`config.mk`:
```
export PLATFORM = sky130hd
export DESIGN_NAME = ring_johnson_cnt
export DESIGN_NICKNAME = d
export VERILOG_FILES = /design/src/rtl/ring_cnt_pkg.sv /design/src/rtl/ring_state_chk.sv /design/src/rtl/ring_johnson_cnt.sv
export SDC_FILE = /design/constraint.sdc
export NUM_CORES = 1
export LEC_CHECK = 0
export ABC_CLOCK_PERIOD_IN_PS = 3200
export BUFFER_PORTS_ARGS = -buffer_cell sky130_fd_sc_hd__buf_2
export CORE_AREA = 2 2 39 41
export DETAILED_ROUTE_END_ITERATION = 10
export DIE_AREA = 0 0 41 43
export MAX_ROUTING_LAYER = met4
export PLACE_DENSITY_LB_ADDON = 0.08
export SLEW_MARGIN = 40
export SYNTH_ARGS = -nofsm -noshare
export SYNTH_HDL_FRONTEND = slang
export SYNTH_SLANG_ARGS = --single-unit
```
`constraint.sdc`:
```
create_clock -name clk -period 3.2 [get_ports clk]
set_input_delay 0.16 -clock clk [delete_from_list [all_inputs] [get_ports clk]]
set_output_delay 0.16 -clock clk [all_outputs]
set_load 0.02 [all_outputs]
```
`src/rtl/ring_cnt_pkg.sv`:
```
// ============================================================================
// Module      : ring_cnt_pkg
// Description : Shared encodings and seed helper for the ring/Johnson counter.
// Revision    : 1.0 - initial release
// ============================================================================
`default_nettype none

package ring_cnt_pkg;

   localparam logic MODE_RING    = 1'b0;
   localparam logic MODE_JOHNSON = 1'b1;

   localparam logic DIR_LEFT  = 1'b0;
   localparam logic DIR_RIGHT = 1'b1;

   localparam int MAX_WIDTH = 32;

   // Sequence start value for a mode, returned at full width; callers
   // size-cast to their own width. Ring starts one-hot at bit 0, Johnson
   // starts all zeros.
   function automatic logic [MAX_WIDTH-1:0] seed_value(input logic mode);
      return (mode == MODE_JOHNSON) ? '0 : MAX_WIDTH'(1);
   endfunction

endpackage : ring_cnt_pkg

`default_nettype wire

```
`src/rtl/ring_state_chk.sv`:
```
// ============================================================================
// Module      : ring_state_chk
// Description : Combinational legality check of a ring/Johnson counter state.
//               Ring: exactly one bit set. Johnson: at most one boundary
//               between adjacent bits (0^a 1^b or 1^a 0^b).
// Revision    : 1.0 - initial release
// ============================================================================
`default_nettype none

module ring_state_chk
   import ring_cnt_pkg::*;
#(
   parameter int WIDTH = 4
) (
   input  logic [WIDTH-1:0] state,
   input  logic             mode,
   output logic             legal
);

   logic [5:0] ones;
   logic [5:0] trans;

   // Count set bits and adjacent-bit transitions, then judge per mode.
   always_comb begin
      ones  = '0;
      trans = '0;
      for (int i = 0; i < WIDTH; i++) begin
         ones = ones + {5'd0, state[i]};
      end
      for (int i = 0; i < WIDTH - 1; i++) begin
         trans = trans + {5'd0, state[i] ^ state[i+1]};
      end
      legal = (mode == MODE_JOHNSON) ? (trans <= 6'd1) : (ones == 6'd1);
   end

endmodule : ring_state_chk

`default_nettype wire

```
`src/rtl/ring_johnson_cnt.sv`:
```
// ============================================================================
// Module      : ring_johnson_cnt
// Description : Parametrised ring / Johnson counter with direction, enable,
//               parallel load, terminal-count pulse and illegal-state flag.
//               Optional macro RING_SELF_CORRECT_EN: an illegal state is
//               replaced by the seed on the next edge with a one-cycle err
//               pulse; otherwise err is sticky until the next load.
// Revision    : 1.0 - initial release
// ============================================================================
`default_nettype none

module ring_johnson_cnt
   import ring_cnt_pkg::*;
#(
   parameter int WIDTH = 4
) (
   input  logic             clk,
   input  logic             n_rst,
   input  logic             en,
   input  logic             dir,
   input  logic             mode,
   input  logic             load,
   input  logic [WIDTH-1:0] load_val,
   output logic [WIDTH-1:0] d_out,
   output logic             tc,
   output logic             err
);

   logic             mode_q;
   logic             mode_chg;
   logic             legal;
   logic             illegal;
   logic [WIDTH-1:0] seed_new;
   logic [WIDTH-1:0] seed_cur;
   logic [WIDTH-1:0] step_val;

   assign mode_chg = (mode != mode_q);
   assign seed_new = WIDTH'(seed_value(mode));
   assign seed_cur = WIDTH'(seed_value(mode_q));
   assign illegal  = ~legal;

   ring_state_chk #(.WIDTH(WIDTH)) u_chk (
      .state (d_out),
      .mode  (mode_q),
      .legal (legal)
   );

   // One step of the active sequence; Johnson inverts the bit wrapping round.
   always_comb begin
      step_val = d_out;
      case ({mode_q, dir})
         {MODE_RING,    DIR_LEFT}  : step_val = {d_out[WIDTH-2:0], d_out[WIDTH-1]};
         {MODE_RING,    DIR_RIGHT} : step_val = {d_out[0], d_out[WIDTH-1:1]};
         {MODE_JOHNSON, DIR_LEFT}  : step_val = {d_out[WIDTH-2:0], ~d_out[WIDTH-1]};
         default                   : step_val = {~d_out[0], d_out[WIDTH-1:1]};
      endcase
   end

   // State register: load > reseed on mode change > correction > step > hold.
   always_ff @(posedge clk or negedge n_rst) begin
      if (!n_rst) begin
         d_out  <= WIDTH'(1);
         tc     <= 1'b0;
         err    <= 1'b0;
         mode_q <= MODE_RING;
      end else begin
         mode_q <= mode;
         tc     <= 1'b0;
`ifdef RING_SELF_CORRECT_EN
         err    <= illegal & ~load;
`else
         err    <= err | illegal;
`endif
         if (load) begin
            d_out <= load_val;
            err   <= 1'b0;
         end else if (mode_chg) begin
            d_out <= seed_new;
`ifdef RING_SELF_CORRECT_EN
         end else if (illegal) begin
            d_out <= seed_cur;
`endif
         end else if (en) begin
            d_out <= step_val;
            tc    <= (step_val == seed_cur);
         end
      end
   end

endmodule : ring_johnson_cnt

`default_nettype wire
```
# Word level (Yosys, flattened, before mapping)
# Index checks and enable logic that the tools add are counted.
op_classes:
  reduce_logical: 2
  magnitude_cmp: 1
  n_addsub: 5
  eq_ne: 5
  mux: 11
  bitwise: 7
ops:
  columns: ["operator", "n"]
  rows:
  - ["$add 6x1->6", 3]
  - ["$mux 4", 3]
  - ["$pmux 4 s3", 1]
  - ["$mux 1", 7]
  - ["$eq 6x1->1 const B", 1]
  - ["$le 6x1->1 const B", 1]
  - ["$add 1x1->2", 2]
  - ["$eq 4x1->1", 1]
  - ["$not 1->1", 3]
  - ["$reduce_bool 3->1", 1]
  - ["$xor 1x1->1", 3]
  - ["$eq 2x1->1 const B", 1]
  - ["$eq 2x2->1 const B", 1]
  - ["$logic_not 2->1", 1]
  - ["$ne 1x1->1", 1]
  - ["$or 1x1->1", 1]
totals:
  output_inout_bits: 6
  reg_bits: 7
  elab_cells: 35
  in_bits: 10

# Depth between registers and ports, before layout
depth:
  depth_word: 8
  depth_mapped: 8
  depth_no_buf: 8

# By module
# From an unflattened synthesis, not the netlist that was laid out.
unflattened:
  hier_cells: 59
  area_unflattened_um2: 575.6
modules_own_cells:
  columns: ["module", "seq_area_each_um2", "cells_each", "area_per_inst_um2", "instances"]
  rows:
  - ["ring_johnson_cnt", 176.4, 43, 434.2, 1]
  - ["ring_state_chk", 0.0, 16, 141.4, 1]

# Worst setup path after synthesis
# OpenSTA, ideal clock, no wires.
synth_path:
  kind: "reg-to-reg"
  start: "register d_out[0]"
  end: "register err"
  arrival_time_ns: 2.315
  slack_ns: 0.767
  t_required_ns: 3.082
  path_stages_with_launch: 9
  setup_ns: 0.118
  n_path_buf: 0
  path_cell_list: "dfstp_2 ha_1 xor2_1 ha_1 a21o_1 ha_1 or4b_1 a21oi_1 nor2_1"
synth_via:
  elab_chain_len: 8
synth_rtl:
  columns: ["element", "line_no", "rtl"]
  rows:
  - ["start, declared", "ring_johnson_cnt.sv:24", "output logic [WIDTH-1:0] d_out,"]
  - ["start signal, assigned", "ring_johnson_cnt.sv:75", "d_out <= load_val;"]
  - ["start signal, assigned", "ring_johnson_cnt.sv:78", "d_out <= seed_new;"]
  - ["start signal, assigned", "ring_johnson_cnt.sv:84", "d_out <= step_val;"]
  - ["$add 1x1->2 / $xor 1x1->1 (equally long branches)", "ring_state_chk.sv:28, ring_state_chk.sv:31", null]
  - ["$add 6x1->6 / $add 1x1->2 (equally long branches)", "ring_state_chk.sv:28, ring_state_chk.sv:31", null]
  - ["$add 6x1->6 (on tied branches)", "ring_state_chk.sv:28, ring_state_chk.sv:31", null]
  - ["$eq 6x1->1 / $le 6x1->1 (equally long branches)", "ring_state_chk.sv:33", "legal = (mode == MODE_JOHNSON) ? (trans <= 6'd1) : (ones == 6'd1);"]
  - ["$mux 1 *", "ring_state_chk.sv:33", null]
  - ["$not 1->1 *", "ring_johnson_cnt.sv:40", "assign illegal = ~legal;"]
  - ["$or 1x1->1 *", "ring_johnson_cnt.sv:72", "err <= err | illegal;"]
  - ["$mux 1 *", "ring_johnson_cnt.sv:74", "if (load) begin"]
  - ["end signal, assigned", "ring_johnson_cnt.sv:72", null]
  - ["end, declared", "ring_johnson_cnt.sv:26", "output logic err"]
# Every way passes the cells marked *; elsewhere a longest branch is shown, timed or not.
# A chain may end at the register's enable or synchronous reset.

# Worst setup path in the final report
# Ends and elaborated chain as after synthesis.

==> metrics.md <==
| Metric | Value |
|---|---|
| Status | `finished, final reports clean` |
| Number of max-slew violations in the final report | `0` |
| Number of buffers created by CTS | `3` |
| Netlist cell types | `26` |
| F_max | `399 MHz` |
| Sequence of cells on the critical path | `ha_1, xor2_1, ha_1, a21o_1, ha_1, or4b_1, a21oi_1, nor2_1` |
| Clock network latency to the later pin of the worst-skew pair | `0.25 ns` |
| Worst slew pin tran | `0.464 ns` |
| Setup TNS | `0 ns` |
| Layout cells sized above 1 | `25.3%` |
| Max VDD drop | `273 uV` |
| Synthesis-to-finish area growth | `20.0%` |
| Final-stage net count | `92` |
| Layout Cells excl Fill | `91` |
| Post-Syn Area per Cell | `9.62 um2` |
| Routed vias | `468` |
| Final setup viols | `0` |
| Hold Crit Depth | `1` |
| Tcrit/Tclk final | `78.2%` |
| Critical path launch point type | `flop` |
| Worst Path Max Fanout | `8` |
| RR Endpoint | `err` |
| Sink Count | `7` |
| IO buf count | `15` |
| I/O pin total | `16` |
| Number of max-cap violations | `0` |
| RSZ-0062 raised after global routing | `false` |
| Core ar. | `1380 um2` |
| Yosys warnings | `0` |
| Routed vias/inst | `5.14` |
| Setup Fix Bufs, Post-CTS | `0` |
| RR Startpoint | `d_out[0]` |
| Syn Std Cell Area | `558 um2` |
| Antenna viol nets, final | `0` |
| Drt initial violations | `10` |
| Die area | `1760 um2` |
| Syn_nets | `74` |
| Initial core utilization | `40.3%` |
| Wirelength per Cell | `13.1 um` |
| Slowest Stage Delay on Critical Path | `0.61 ns` |
| Root buffer cell | `clkbuf_4` |
| Crit end category | `flop` |
| Endpoint, Worst Hold | `mode_q` |
| Clock-pin slew on the worst setup and hold paths | `0.05 ns` |
| CP most frequent cell | `ha_1` |
| Final Hold Fails | `0` |
| Drc violations | `0` |
| PD cells | `435 nW/um2` |
| Fill cells | `149` |
| Post-Place Cells | `86` |
| Relative slew slack | `69.0%` |
| Global Route Usage Sum | `16.1%` |
| Cells after synthesis | `58` |
| FF+latch count, synth | `7` |
| DIE WIDTH | `41 um` |
| Leading area contributor after synthesis | `dfrtp_1` |
| Routability Congestion | `0.718` |
| Antenna violations before repair | `0` |
| H-Tree Depth | `1` |
| Clock Skews | `0.00166 ns` |
| WP data arrival | `2.64 ns` |
| Crit path max-delay cell type | `dfstp_2` |
| R2r worst-path depth | `8` |
| Period minus WS final | `2.50 ns` |
| P_leak | `0.346 nW` |
| Synth top area cells | `dfrtp_1, ha_1, xor2_1, dfstp_2, a22o_1` |
| CTS Buffer Depth | `2` |
| First-pass GRT wire length | `1810 um` |
| Min-Delay Path Class | `in2reg` |
| Yosys top cell area share | `26.9%` |
| R2R setup slack | `0.70 ns` |
| Largest net degree at the start of global routing | `11` |
| CTS tree | `done` |
| Remaining Overflow, GRT | `0` |
| DRT Pass-1 Iters | `4` |
| Die Ht | `43 um` |
| Hold Startpoint | `mode` |
| Worst endpoint required time | `3.33 ns` |
| Register area share after synthesis | `31.6%` |
| Antenna diode count | `0` |
| Vias in the first global route | `401` |
| Worst Path Class, Setup | `reg2reg` |
| Aggregate routed wire length | `1190 um` |
| Row cnt | `14` |
| Post-DP HPWL | `872 um` |
[cells by family after synthesis]
logic type	count (synthesis)	share of synthesized area, %
simple gates	20	20.6
compound gates	14	18.6
flops	7	31.6
fa+ha+maj	6	13.5
xor+xnor	5	7.85
buf+inv	4	4.26
mux	2	3.59
[through the flow]
step / power [mW] / utilization (%) / hold slack (ns) / setup WS, ns / area [um2]
after CTS: 0.295 / 48.4 / 0.0232 / 0.694 / 669
after global placement: 0.212 / 45.8 / -0.00150 / 0.741 / 633
final: 0.291 / 48.4 / 0.0272 / 0.696 / 669
after detailed placement: 0.215 / 45.8 / -0.00214 / 0.696 / 633
after global routing: 0.316 / 48.4 / 0.0134 / 0.635 / 669
after floorplan: 0.185 / - / -0.136 / 0.767 / 558
[what timing repair did]
action,4_1_cts,5_1_grt
hold endpoints to repair,7,0
gates resized for setup,0,0
hold buffers,1,0
[sequential cells by signal, summed over array words and instances, names as in the netlist]
name	count
d_out	4
err	1
mode_q	1
tc	1
[area by class of cell]
| class | count | area (um2) | share of cell area (%) |
|---|---|---|---|
| clock buffer | 4 | 26.3 | 3.93 |
| inverter | 1 | 3.75 | 0.561 |
| multi-input combinational | 47 | 358 | 53.5 |
| sequential | 7 | 176 | 26.4 |
| tap | 16 | 20.0 | 2.99 |
| timing repair buffer | 16 | 85.1 | 12.7 |
[per-layer routing]
| layer | vias to the layer above | part of all wire [%] | global-route usage, % |
|---|---|---|---|
| li1 | 241 | - | - |
| met1 | 213 | 46 | 20.7 |
| met2 | 14 | 49 | 23.4 |
| met3 | 0 | 4.8 | 6.28 |
| met4 | 0 | 0 | 4.00 |
| met5 | - | 0 | - |
[how the worst max path moves through the flow]
stage,slack (ns),start,end,cells past startpoint
finish,0.70,d_out[0],err,8
global route,0.64,d_out[0],err,8
CTS,0.69,d_out[0],err,8
detailed placement,0.70,d_out[0],err,8
global placement,0.74,d_out[0],err,8
floorplan,0.77,d_out[0],err,8
[power by group]
group | internal, mW | switching, mW | leakage (nW)
logic | 0.0467 | 0.0507 | 0.245
registers | 0.0986 | 0.0163 | 0.0859
clock network | 0.0475 | 0.0313 | 0.0150
[layout by cell type, fill, tap and decap left out, drive strengths merged]
master        n
xnor2         1
nand2b        3
nor2b         3
a22oi         1
nand3b        1
mux2i         2
xor2          4
o211ai        2
nand2         2
buf          15
dfrtp         6
o2111a        1
a21o          1
o31ai         2
or3b          1
o22ai         1
nor2          6
dfstp         1
and2          1
ha            6
clkbuf        4
or4b          1
a21oi         3
dlygate4sd3   1
a22o          3
inv           1
or2b          2
[critical path: cells and delay by family, from the launching register on]
family / cells / cell delay, ns
adder cells (fa/ha/maj): 3 / 0.75
flip-flops: 1 / 0.61
AND/OR/NAND/NOR: 2 / 0.55
XOR/XNOR: 1 / 0.16
AO/OA/AOI/OAI: 2 / 0.32
[cell usage after synthesis]
cell and instances:
a21o_1 1, a21oi_1 3, a22o_1 3, a22oi_1 1, and2_1 1, buf_2 1, buf_4 2, dfrtp_1 6
dfstp_2 1, ha_1 6, inv_1 1, mux2i_1 2, nand2_1 2, nand2b_1 3, nand3b_1 1, nor2_1 6
nor2b_1 3, o2111a_1 1, o211ai_1 2, o22ai_1 1, o31ai_1 2, or2b_1 2, or3b_1 1, or4b_1 1
xnor2_1 1, xor2_1 4
Power figures use the tool's default switching activity.
